## config.mk

```make
export PLATFORM = sky130hd
export DESIGN_NAME = inst_encoder_loader
export DESIGN_NICKNAME = d
export VERILOG_FILES = /design/src/rtl/vmips_pkg.sv /design/src/rtl/inst_encoder_loader_sync_fifo.sv /design/src/rtl/inst_encoder_loader.sv
export SDC_FILE = /design/constraint.sdc
export NUM_CORES = 1
export LEC_CHECK = 0
export CAP_MARGIN = 20
export CORE_AREA = 8 8 142 144
export CTS_CLUSTER_SIZE = 16
export DETAILED_ROUTE_END_ITERATION = 16
export DIE_AREA = 0 0 150 152
export PLACE_DENSITY = 0.79
export SLEW_MARGIN = 10
export SYNTH_ARGS = -nofsm -noshare
export SYNTH_HDL_FRONTEND = slang
export SYNTH_SLANG_ARGS = --single-unit
```

## constraint.sdc

```tcl
create_clock -name clk -period 3.5 [get_ports clk]
set_clock_uncertainty 0.05 [all_clocks]
set_input_delay 0.7 -clock clk [delete_from_list [all_inputs] [get_ports clk]]
set_output_delay 0.7 -clock clk [all_outputs]
set_load 0.02 [all_outputs]
```

## src/rtl/vmips_pkg.sv

```systemverilog
// Shared VMIPS constants: format codes, instruction field bit positions and
// the loader FSM state encoding. The decoder uses the same definitions.
package vmips_pkg;

    localparam logic [2:0] FMT_R = 3'd0;
    localparam logic [2:0] FMT_I = 3'd1;
    localparam logic [2:0] FMT_J = 3'd2;
    localparam logic [2:0] FMT_V = 3'd3;

    localparam int OP_HI    = 31;
    localparam int OP_LO    = 26;
    localparam int RS_HI    = 25;
    localparam int RS_LO    = 21;
    localparam int RT_HI    = 20;
    localparam int RT_LO    = 16;
    localparam int RD_HI    = 15;
    localparam int RD_LO    = 11;
    localparam int SH_HI    = 10;
    localparam int SH_LO    = 6;
    localparam int FN_HI    = 5;
    localparam int FN_LO    = 0;
    localparam int IMM16_HI = 15;
    localparam int IMM16_LO = 0;
    localparam int TGT_HI   = 25;
    localparam int TGT_LO   = 0;
    // V format reuses the shamt slot: bit 10 selects, imme_1 sits in [9:0]
    localparam int SIG_BIT  = 10;
    localparam int IMM10_HI = 9;
    localparam int IMM10_LO = 0;

    localparam logic [31:0] NOP_WORD = 32'h0000_0000;

    typedef enum logic [1:0] {
        ST_IDLE  = 2'd0,
        ST_LOAD  = 2'd1,
        ST_DRAIN = 2'd2,
        ST_DONE  = 2'd3
    } state_t;

endpackage

```

## src/rtl/inst_encoder_loader_sync_fifo.sv

```systemverilog
// Small synchronous FIFO with registered occupancy; full/empty derive from the
// count so they never reflect a push or pop happening on the current edge.
module sync_fifo #(
    parameter int DEPTH = 4,
    parameter int WIDTH = 32
) (
    input  logic             clk,
    input  logic             rst,
    input  logic             push,
    input  logic             pop,
    input  logic [WIDTH-1:0] wdata,
    output logic [WIDTH-1:0] rdata,
    output logic             full,
    output logic             empty
);

    localparam int PTR_W = $clog2(DEPTH);
    localparam int CNT_W = PTR_W + 1;

    logic [WIDTH-1:0] mem [DEPTH];
    logic [PTR_W-1:0] rd_ptr;
    logic [PTR_W-1:0] wr_ptr;
    logic [CNT_W-1:0] count;
    logic             push_ok;
    logic             pop_ok;

    assign push_ok = push && !full;
    assign pop_ok  = pop && !empty;
    assign full    = (count == CNT_W'(DEPTH));
    assign empty   = (count == '0);
    assign rdata   = mem[rd_ptr];

    always_ff @(posedge clk) begin
        if (push_ok) begin
            mem[wr_ptr] <= wdata;
        end
    end

    always_ff @(posedge clk or posedge rst) begin
        if (rst) begin
            rd_ptr <= '0;
            wr_ptr <= '0;
            count  <= '0;
        end else begin
            if (push_ok) begin
                wr_ptr <= wr_ptr + PTR_W'(1);
            end
            if (pop_ok) begin
                rd_ptr <= rd_ptr + PTR_W'(1);
            end
            // simultaneous push and pop leave occupancy unchanged
            case ({push_ok, pop_ok})
                2'b10:   count <= count + CNT_W'(1);
                2'b01:   count <= count - CNT_W'(1);
                default: count <= count;
            endcase
        end
    end

endmodule

```

## src/rtl/inst_encoder_loader.sv

```systemverilog
// VMIPS field-level instruction encoder and instruction-memory loader: packs
// decoded field bundles into words, buffers them and writes consecutive words.
module inst_encoder_loader
    import vmips_pkg::*;
#(
    parameter int DEPTH  = 4,
    parameter int ADDR_W = 8,
    parameter int LEN_W  = 8
) (
    input  logic              clk,
    input  logic              rst,
    input  logic              start,
    input  logic [ADDR_W-1:0] base_addr,
    input  logic [LEN_W-1:0]  prog_len,
    input  logic              in_valid,
    output logic              in_ready,
    input  logic [2:0]        fmt,
    input  logic [5:0]        op,
    input  logic [4:0]        rs,
    input  logic [4:0]        rt,
    input  logic [4:0]        rd,
    input  logic [4:0]        shamt,
    input  logic [5:0]        funct,
    input  logic [15:0]       imm16,
    input  logic [25:0]       target,
    input  logic [9:0]        imm10,
    input  logic              sig_i,
    input  logic              im_stall,
    output logic              im_we,
    output logic [ADDR_W-1:0] im_addr,
    output logic [31:0]       im_wdata,
    output logic              busy,
    output logic              done,
    output logic              err
);

    state_t            state;
    state_t            state_nxt;
    logic [LEN_W-1:0]  len;
    logic [LEN_W-1:0]  acc_cnt;
    logic [LEN_W-1:0]  wr_cnt;
    logic [ADDR_W-1:0] wr_ptr;
    logic [31:0]       enc_word;
    logic              fmt_bad;
    logic [31:0]       fifo_head;
    logic              fifo_full;
    logic              fifo_empty;
    logic              start_go;
    logic              accept;
    logic              pop;

    always_comb begin
        enc_word = NOP_WORD;
        fmt_bad  = 1'b0;
        case (fmt)
            FMT_R: begin
                enc_word[OP_HI:OP_LO] = op;
                enc_word[RS_HI:RS_LO] = rs;
                enc_word[RT_HI:RT_LO] = rt;
                enc_word[RD_HI:RD_LO] = rd;
                enc_word[SH_HI:SH_LO] = shamt;
                enc_word[FN_HI:FN_LO] = funct;
            end
            FMT_I: begin
                enc_word[OP_HI:OP_LO]       = op;
                enc_word[RS_HI:RS_LO]       = rs;
                enc_word[RT_HI:RT_LO]       = rt;
                enc_word[IMM16_HI:IMM16_LO] = imm16;
            end
            FMT_J: begin
                enc_word[OP_HI:OP_LO]   = op;
                enc_word[TGT_HI:TGT_LO] = target;
            end
            FMT_V: begin
                enc_word[OP_HI:OP_LO]       = op;
                enc_word[RS_HI:RS_LO]       = rs;
                enc_word[RT_HI:RT_LO]       = rt;
                enc_word[RD_HI:RD_LO]       = rd;
                enc_word[SIG_BIT]           = sig_i;
                enc_word[IMM10_HI:IMM10_LO] = imm10;
            end
            default: begin
                // illegal format still occupies a slot as a nop
                enc_word = NOP_WORD;
                fmt_bad  = 1'b1;
            end
        endcase
    end

    assign start_go = (state == ST_IDLE) && start;
    assign accept   = in_valid && in_ready;
    assign pop      = ((state == ST_LOAD) || (state == ST_DRAIN)) && !fifo_empty && !im_stall;

    sync_fifo #(
        .DEPTH (DEPTH),
        .WIDTH (32)
    ) u_fifo (
        .clk   (clk),
        .rst   (rst),
        .push  (accept),
        .pop   (pop),
        .wdata (enc_word),
        .rdata (fifo_head),
        .full  (fifo_full),
        .empty (fifo_empty)
    );

    always_ff @(posedge clk or posedge rst) begin
        if (rst) begin
            state <= ST_IDLE;
        end else begin
            state <= state_nxt;
        end
    end

    // in_ready uses registered occupancy, so a full FIFO popping this edge stays not-ready
    always_comb begin
        state_nxt = state;
        in_ready  = 1'b0;
        busy      = (state != ST_IDLE);
        done      = 1'b0;
        case (state)
            ST_IDLE: begin
                if (start) begin
                    state_nxt = (prog_len == '0) ? ST_DONE : ST_LOAD;
                end
            end
            ST_LOAD: begin
                in_ready = !fifo_full && (acc_cnt < len);
                if (in_valid && !fifo_full && (acc_cnt < len)
                    && (acc_cnt + LEN_W'(1) == len)) begin
                    state_nxt = ST_DRAIN;
                end
            end
            ST_DRAIN: begin
                if (wr_cnt == len) begin
                    state_nxt = ST_DONE;
                end
            end
            ST_DONE: begin
                done      = 1'b1;
                state_nxt = ST_IDLE;
            end
            default: state_nxt = ST_IDLE;
        endcase
    end

    always_ff @(posedge clk or posedge rst) begin
        if (rst) begin
            len     <= '0;
            acc_cnt <= '0;
            err     <= 1'b0;
        end else if (start_go) begin
            len     <= prog_len;
            acc_cnt <= '0;
            err     <= 1'b0;
        end else if (accept) begin
            acc_cnt <= acc_cnt + LEN_W'(1);
            if (fmt_bad) begin
                err <= 1'b1;
            end
        end
    end

    // address and data hold their last written values while no write issues
    always_ff @(posedge clk or posedge rst) begin
        if (rst) begin
            wr_ptr   <= '0;
            wr_cnt   <= '0;
            im_we    <= 1'b0;
            im_addr  <= '0;
            im_wdata <= '0;
        end else begin
            im_we <= pop;
            if (start_go) begin
                wr_ptr <= base_addr;
                wr_cnt <= '0;
            end else if (pop) begin
                im_addr  <= wr_ptr;
                im_wdata <= fifo_head;
                wr_ptr   <= wr_ptr + ADDR_W'(1);
                wr_cnt   <= wr_cnt + LEN_W'(1);
            end
        end
    end

endmodule
```

Yosys cells after proc, flatten, opt, wreduce, memory -nomap -nowiden

Memories as Yosys holds them, arrays and structs flattened. A register that Yosys moved wholly into a read port is not among the register bits.
Index checks and enable logic that the tools add are counted.

Output and inout bits: 45
Register bits: 51
Bits in writable memories: 128
Word-level logic and storage cells: 82
Input bits: 109
Memories: 1

Memory list:

| memory     | depth | bits a word | rd ports | clocked after Yosys merged registers in | write ports | line                                | source |
|---|---|---|---|---|---|---|---|
| u_fifo.mem | 4     | 32          | 1        | 1                                       | 1           | inst_encoder_loader_sync_fifo.sv:20 | `logic [WIDTH-1:0] mem [DEPTH];` |

Reduce and logical (&&, ||, !) cells: 26
Multiplexer cells: 20
Magnitude comparators: 1
Equal/unequal tests: 15
Add/sub/neg operators: 7
Bitwise operators: 1

Operators by type and width:

| kind                | number |
|---|---|
| $pmux 32 s4         | 1 |
| $mux 8              | 6 |
| $add 8x1->8 const B | 3 |
| $eq 8x8->1          | 2 |
| $logic_and 1x1->1   | 10 |
| $logic_not 8->1     | 1 |
| $lt 8x8->1          | 1 |
| $mux 2              | 4 |
| $pmux 2 s4          | 1 |
| $reduce_bool 2->1   | 4 |
| $mux 1              | 7 |
| $eq 2x2->1 const B  | 3 |
| $eq 3x2->1 const B  | 2 |
| $logic_not 3->1     | 2 |
| $ne 2x1->1 const B  | 3 |
| $pmux 3 s2          | 1 |
| $add 2x1->2 const B | 2 |
| $eq 2x1->1 const B  | 2 |
| $reduce_and 2->1    | 2 |
| $reduce_or 4->1     | 1 |
| $add 3x1->3 const B | 1 |
| $eq 3x1->1 const B  | 1 |
| $eq 3x3->1 const B  | 1 |
| $logic_not 1->1     | 3 |
| other kinds (6)     | 6 |

Depth between registers and ports, before layout

Gate-level depths: netlist (run 1).

Word-level depth: 8
Depth in mapped cells: 14

Modules after synthesis

From an unflattened synthesis (run 1), not the netlist that was laid out.

Cells, all modules: 623
Area, all modules: 9511.6 µm²

By module, submodules not included:

| module              | seq. area each (µm²) | times used | cells an instance | area an instance (µm²) |
|---|---|---|---|---|
| sync_fifo           | 4018.9               | 1          | 206               | 5094.9 |
| inst_encoder_loader | 1901.8               | 1          | 417               | 4416.7 |

Worst setup path after synthesis (run 1)

Ideal clock, no wire load.

Path type: register to register
Start: register len[7]
End: memory u_fifo.mem[0][0], enable pin
Clock period less this slack: 2.864 ns
Required time: 3.058 ns
Path buffers: 1
Library setup time: 0.392 ns
Data arrival time: 2.422 ns
Slack: 0.636 ns
Stages on the path, launching flop included: 8
Cells stage by stage: dfrtp_1 inv_1 ha_1 a21oi_1 o2111ai_2 nor3_1 buf_4 and2_1

Cells in the longest elaborated chain, start to end: 7

Ends and longest elaborated chain:

| what                         | line                                | source |
|---|---|---|
| from (decl)                  | inst_encoder_loader.sv:39           | `logic [LEN_W-1:0] len;` |
| from (signal assigned)       | inst_encoder_loader.sv:154          | `len <= prog_len;` |
| $lt 8x8->1                   | inst_encoder_loader.sv:129          | `in_ready = !fifo_full && (acc_cnt < len);` |
| $logic_and 1x1->1            | inst_encoder_loader.sv:129          |  |
| $mux 1                       | inst_encoder_loader.sv:122          | `case (state)` |
| $logic_and 1x1->1            | inst_encoder_loader.sv:91           | `assign accept = in_valid && in_ready;` |
| $logic_and 1x1->1            | inst_encoder_loader_sync_fifo.sv:27 | `assign push_ok = push && !full;` |
| $mux 1                       | inst_encoder_loader_sync_fifo.sv:34 | `if (push_ok) begin` |
| $mux 1 (implied by the code) | inst_encoder_loader_sync_fifo.sv:35 | `mem[wr_ptr] <= wdata;` |
| to (decl)                    | inst_encoder_loader_sync_fifo.sv:20 |  |

No other way between the ends.

Final worst setup path (run 1)

Start: register len[1]
End: output port in_ready

Cells in the longest elaborated chain, start to end: 3

Ends and longest elaborated chain:

| what              | line                       | source |
|---|---|---|
| $lt 8x8->1        | inst_encoder_loader.sv:129 |  |
| $logic_and 1x1->1 | inst_encoder_loader.sv:129 |  |
| $mux 1            | inst_encoder_loader.sv:122 |  |
| to (decl)         | inst_encoder_loader.sv:16  | `output logic in_ready,` |

No other way between the ends.

==> flow_metrics.env, run 1 <==
export IMPL_status="complete, no violations"
export IMPL_dp_hpwl_mm=14.63
export IMPL_diodes=0
export IMPL_critPathKind="flip-flop to output pin"
export IMPL_cts_sinks=211
export IMPL_postCtsSetupRepairBufs=0
export IMPL_syn_nets=752
export IMPL_vias=5795
export IMPL_vias_per_cell=5.665
export IMPL_fillCellCount=1213
export IMPL_post_cts_resized=0
export IMPL_dieArea_um2=22800
export IMPL_syn_avg_cell_area_um2=15.23
export IMPL_clkTransAtPathRegs_ps=60
export IMPL_ff2ff_path_depth=12
export IMPL_synthCells=621
export IMPL_drive_gt1_frac=0.1801
export IMPL_rows=49
export IMPL_final_cell_mix="153 x clkdlybuf4s50_1, 128 x edfxtp_1, 81 x dfrtp_1"
export IMPL_synthesis_area_um2=9458
export IMPL_period_minus_slack_ps=3375
export IMPL_p_leak_nw=4.460
export IMPL_cts_buffer_depth=3
export IMPL_io_buffers=153
export IMPL_rsz0062_at_grt="false"
export IMPL_clock_latency_ps=500
export IMPL_worstMarginPinSlew_ps=855.8
export IMPL_hp_class="flip-flop to flip-flop"
export IMPL_ioPinCount=154
export IMPL_final_setup_tns_ps=0
export IMPL_cellPowerDensity_nw_per_um2=771.7
export IMPL_ant_nets=0
export IMPL_synth_flop_cell="edfxtp_1"
export IMPL_drc_errors=0
export IMPL_die_w_um=150
export IMPL_path_depth=7
export IMPL_place_congestion=0.8781
export IMPL_hold_violations=0
export IMPL_ys_ff_latch=211
export IMPL_postLayoutCoreUtil=0.6744
export IMPL_holdBufCountCts=0
export IMPL_crit_arrival_ps=2630
export IMPL_grt_pass1_vias=6426
export IMPL_grt_max_degree=84
export IMPL_synthToLayoutAreaGrowth_pct=26.78
export IMPL_final_nets=909
export IMPL_track_usage=0.1865
export IMPL_yosysSeqAreaShare=0.6260
export IMPL_max_stage_delay_ps=650
export IMPL_maxCapViolCount=0
export IMPL_cts_tree="built"
export IMPL_setup_slack_ps=124.7
export IMPL_drt_initial_drc_count=296
export IMPL_worst_path_buf_inv=2
export IMPL_core_um2=17780
export IMPL_initial_core_util=0.5319
export IMPL_wl_per_cell_um=20.49
export IMPL_hold_ws_ps=455.5
export IMPL_drv_slew=0
export IMPL_antenna_found_initial=0
export IMPL_period_share=0.9644
export IMPL_cp_max_fo=6
export IMPL_cp_top_family="buffers and inverters"
export IMPL_mostFrequentLayoutCell="clkdlybuf4s50_1"
export IMPL_async_reset_ff_frac=0.3934
export IMPL_crit_start="len[1]"
export IMPL_vdd_drop_max_uv=427.9
export IMPL_crit_required_ps=2750
export IMPL_hp_start="im_wdata[29]"
export IMPL_regToRegStartpoint="acc_cnt[3]"
export IMPL_cts_made_buffers=22
export IMPL_path_cells="inv_1 > ha_1 > nor2b_1 > o211ai_1 > a21oi_2 > nor3_1 > clkdlybuf4s50_1"
export IMPL_grt_overflow=0
export IMPL_clockRootBuffer="clkbuf_16"
export IMPL_grt_pass1_wl_mm=33.97
export IMPL_yosysWarnings=0
export IMPL_setup_violations=0
export IMPL_hold_depth=1
export IMPL_routed_wl_mm=20.96
export IMPL_yosysUniqueCellTypes=51
export IMPL_slowest_stage="clkdlybuf4s50_1"
export IMPL_place_ws_ps=615.0
export IMPL_end_kind="output pin"
export IMPL_die_h_um=152
export IMPL_htree_num_levels=1
export IMPL_cp_start_kind="flip-flop"
export IMPL_firstDrtPassIters=4
export IMPL_fmax_mhz=296.3
export IMPL_synth_edff_count=128
export IMPL_max_slew_margin=0.4295
==> power by group <==
part	internal (mW)	leakage [nW]	total [mW]	switching (mW)
combinational	1.74	1.93	3.32	1.58
clock	1.24	0.330	2.17	0.935
sequential	3.25	2.20	3.76	0.507
total	6.23	4.46	9.25	3.03
==> Yosys cell counts, drive strengths merged (5+ instances only) <==
master,n,area share
mux2i,11,0.012
o21ai,18,0.0095
ha,21,0.028
mux4,43,0.10
nor3,5,0.0032
mux2,40,0.048
inv,20,0.0079
nand4,7,0.0046
a21oi,17,0.0094
xor2,24,0.022
clkbuf,16,0.0065
dfrtp,83,0.22
edfxtp,128,0.41
nand3,10,0.0058
xnor2,16,0.015
nand2,49,0.019
nor4,8,0.0082
nor2,19,0.0075
a211oi,10,0.0079
nor2b,25,0.017
and2,7,0.0046
buf,17,0.010
==> layer usage <==
layer | vias to the layer above | track usage | wire length, µm
li1 | 2635 | - | -
met5 | - | 0 | 0
met3 | 26 | 0.04782 | 1582
met2 | 196 | 0.3165 | 10620
met1 | 2938 | 0.2374 | 8520
met4 | 0 | 0.03619 | 233
==> flip-flops by register name, summed over array words and instances, names as in the netlist, 3 cells and up <==
signal and count:
len 8, im_addr 8, im_wdata 32, acc_cnt 8, u_fifo.mem 128, u_fifo.count 3
wr_ptr 8, wr_cnt 8
==> logic make-up after synthesis <==
| logic type | after synthesis | share of synthesized area |
|---|---|---|
| adder cells (fa/ha/maj) | 22 | 0.02990 |
| XOR/XNOR | 40 | 0.03704 |
| buffers and inverters | 53 | 0.02487 |
| multiplexers | 94 | 0.1617 |
| flip-flops | 211 | 0.6260 |
| AND/OR/NAND/NOR | 143 | 0.08123 |
| AO/OA/AOI/OAI | 58 | 0.03929 |
==> worst register-to-register path: stages (launching register included) <==
cell and delay [ps]:
dfrtp_1 520, ha_1 370, o211ai_1 110, a21oi_2 350, nor3_1 100, buf_4 190
inv_1 70, ha_1 170, inv_1 60, fa_1 370, xor2_1 150, nor2_1 110
xor2_1 150
==> area by class of cell <==
type / count / area (µm²) / area share
Multi-Input combinational cell: 357 / 3308 / 0.2759
Timing Repair Buffer: 166 / 1717 / 0.1432
Inverter: 20 / 76.32 / 0.006365
Clock inverter: 15 / 117.6 / 0.009809
Sequential cell: 211 / 5923 / 0.4940
Tap cell: 229 / 286.5 / 0.02390
Clock buffer: 25 / 561.8 / 0.04685
==> metrics by stage <==
stage / cell area [µm²] / power [mW] / instances
after global routing: 11990 / 9.773 / 1023
after global placement: 11310 / 7.040 / 983
final: 11990 / 9.253 / 1023
after CTS: 11990 / 9.369 / 1023
after floorplan: 9458 / 5.839 / 621
after detailed placement: 11310 / 7.163 / 983
==> path summary, 6_finish.rpt <==
kind	endpoint	slack [ps]
max reg2reg	u_fifo.count[2]	680
max in group asynchronous	u_fifo.rd_ptr[1]	2450
min reg2reg	im_wdata[29]	460
min	im_wdata[29]	460
max	in_ready	120
min in group asynchronous	im_addr[5]	580
(Power assumes the default switching activity.)
==> run 2: changes to the inputs <==
--- a/config.mk
+++ b/config.mk
@@ -7,6 +7,7 @@
 export LEC_CHECK = 0
 export CAP_MARGIN = 20
 export CORE_AREA = 8 8 142 144
+export CTS_BUF_LIST = sky130_fd_sc_hd__clkbuf_16
 export CTS_CLUSTER_SIZE = 16
 export DETAILED_ROUTE_END_ITERATION = 16
 export DIE_AREA = 0 0 150 152
==> flow_metrics.env, run 2 (synthesis gave the netlist of run 1 again) <==
export IMPL_status="complete, no violations"
export IMPL_worstMarginPinSlew_ps=860.7
export IMPL_maxCapViolCount=0
export IMPL_grt_util_met2=0.3165
export IMPL_grt_overflow=0
export IMPL_hold_ws_ps=455.5
export IMPL_place_congestion=0.8781
export IMPL_final_nets=909
export IMPL_final_setup_tns_ps=0
export IMPL_setup_violations=0
export IMPL_setup_slack_ps=124.6
export IMPL_ant_nets=0
export IMPL_diodes=0
export IMPL_vias_per_cell=5.664
export IMPL_largest_register="u_fifo.mem"
export IMPL_end_kind="output pin"
export IMPL_gr_max_usage_layer="met2"
export IMPL_grt_pass1_vias=6426
export IMPL_clkTransAtPathRegs_ps=60
export IMPL_cts_sinks=211
export IMPL_slowest_stage="clkdlybuf4s50_1"
export IMPL_core_um2=17780
export IMPL_dp_hpwl_mm=14.63
export IMPL_mostFrequentLayoutCell="clkdlybuf4s50_1"
export IMPL_clockRootBuffer="clkbuf_16"
export IMPL_cts_made_buffers=22
export IMPL_holdBufCountCts=0
export IMPL_period_minus_slack_ps=3375
export IMPL_met1_usage=0.2374
export IMPL_cts_tree="built"
export IMPL_max_slew_margin=0.4262
export IMPL_clock_latency_ps=500
export IMPL_die_w_um=150
export IMPL_placed_area_um2=11310
export IMPL_firstDrtPassIters=4
export IMPL_synthToLayoutAreaGrowth_pct=26.78
export IMPL_crit_required_ps=2750
export IMPL_drive_gt1_frac=0.1801
export IMPL_critPathKind="flip-flop to output pin"
export IMPL_post_cts_resized=0
export IMPL_routed_wl_mm=20.93
export IMPL_cellPowerDensity_nw_per_um2=771.0
export IMPL_ioPinCount=154
export IMPL_antenna_found_initial=0
export IMPL_hold_depth=1
export IMPL_vdd_drop_max_uv=428.2
export IMPL_final_cell_mix="153 x clkdlybuf4s50_1, 128 x edfxtp_1, 81 x dfrtp_1"
export IMPL_largest_register_ffs=128
export IMPL_grt_max_degree=84
export IMPL_ff2ff_path_depth=12
export IMPL_path_cells="inv_1 > ha_1 > nor2b_1 > o211ai_1 > a21oi_2 > nor3_1 > clkdlybuf4s50_1"
export IMPL_place_ws_ps=615.0
export IMPL_crit_arrival_ps=2630
export IMPL_rsz0062_at_grt="false"
export IMPL_grt_pass1_wl_mm=33.97
export IMPL_io_buffers=153
export IMPL_die_h_um=152
export IMPL_fmax_mhz=296.3
export IMPL_period_share=0.9644
export IMPL_reg_largest_list="u_fifo.mem x128, im_wdata x32"
export IMPL_dieArea_um2=22800
export IMPL_drt_initial_drc_count=292
export IMPL_drc_errors=0
export IMPL_htree_num_levels=1
export IMPL_max_stage_delay_ps=650
export IMPL_drv_slew=0
export IMPL_grt_util_met3=0.04782
export IMPL_vias=5794
export IMPL_initial_core_util=0.5319
export IMPL_hold_violations=0
export IMPL_cp_max_fo=6
export IMPL_cts_buffer_depth=3
export IMPL_p_leak_nw=4.472
export IMPL_rows=49
export IMPL_wl_per_cell_um=20.46
export IMPL_hp_class="flip-flop to flip-flop"
export IMPL_postCtsSetupRepairBufs=0
export IMPL_design_area_um2=11990
export IMPL_regToRegSetupSlack_ps=680
export IMPL_cp_start_kind="flip-flop"
export IMPL_power_total_mw=9.244
export IMPL_track_usage=0.1865
==> run 2: path summary, 6_finish.rpt <==
kind,from,end
setup reg to reg,acc_cnt[3],u_fifo.count[2]
min in group asynchronous,rst,im_addr[5]
hold reg to reg,im_wdata[29],im_wdata[29]
hold / removal,im_wdata[29],im_wdata[29]
max in group asynchronous,rst,u_fifo.rd_ptr[1]
setup / recovery,len[1],in_ready
==> run 2: report_power, final <==
part / internal (mW) / total, mW / switching (mW)
registers: 3.25 / 3.76 / 0.506
clock network: 1.23 / 2.17 / 0.936
logic: 1.74 / 3.32 / 1.58
==> run 2: area by class of cell <==
cell class,instances,area (µm²)
multi-input cells,357,3308
clock buffers,22,550.5
clock inverters,18,128.9
inverters,20,76.32
repair buffers,166,1717
fillers,1213,5789
flip-flops and latches,211,5923
well taps,229,286.5
==> run 2: critical path: cells and delay by family, from the launching register on <==
family,cells,cell delay [ps]
AO/OA/AOI/OAI,2,350
adder cells (fa/ha/maj),1,280
buffers and inverters,2,720
flip-flops,1,390
AND/OR/NAND/NOR,2,380
==> run 2: stage by stage <==
step | utilization | cells
floorplan | - | 621
global placement | 0.6362 | 983
detailed placement | 0.6362 | 983
CTS | 0.6744 | 1023
global route | 0.6744 | 1023
finish | 0.6744 | 1023
==> run 2: metal layers <==
metal,share of wire,vias up
li1,-,2634
met3,0.075,26
met2,0.50,195
met1,0.41,2939
met5,0,-
met4,0.011,0
==> run 3: changes to the inputs <==
--- a/config.mk
+++ b/config.mk
@@ -5,7 +5,7 @@
 export SDC_FILE = /design/constraint.sdc
 export NUM_CORES = 1
 export LEC_CHECK = 0
-export CAP_MARGIN = 20
+export CAP_MARGIN = 25
 export CORE_AREA = 8 8 142 144
 export CTS_BUF_LIST = sky130_fd_sc_hd__clkbuf_16
 export CTS_CLUSTER_SIZE = 16
==> results of run 3 <==
No change in the layout: final DEF, timing and power equal those of run 2.
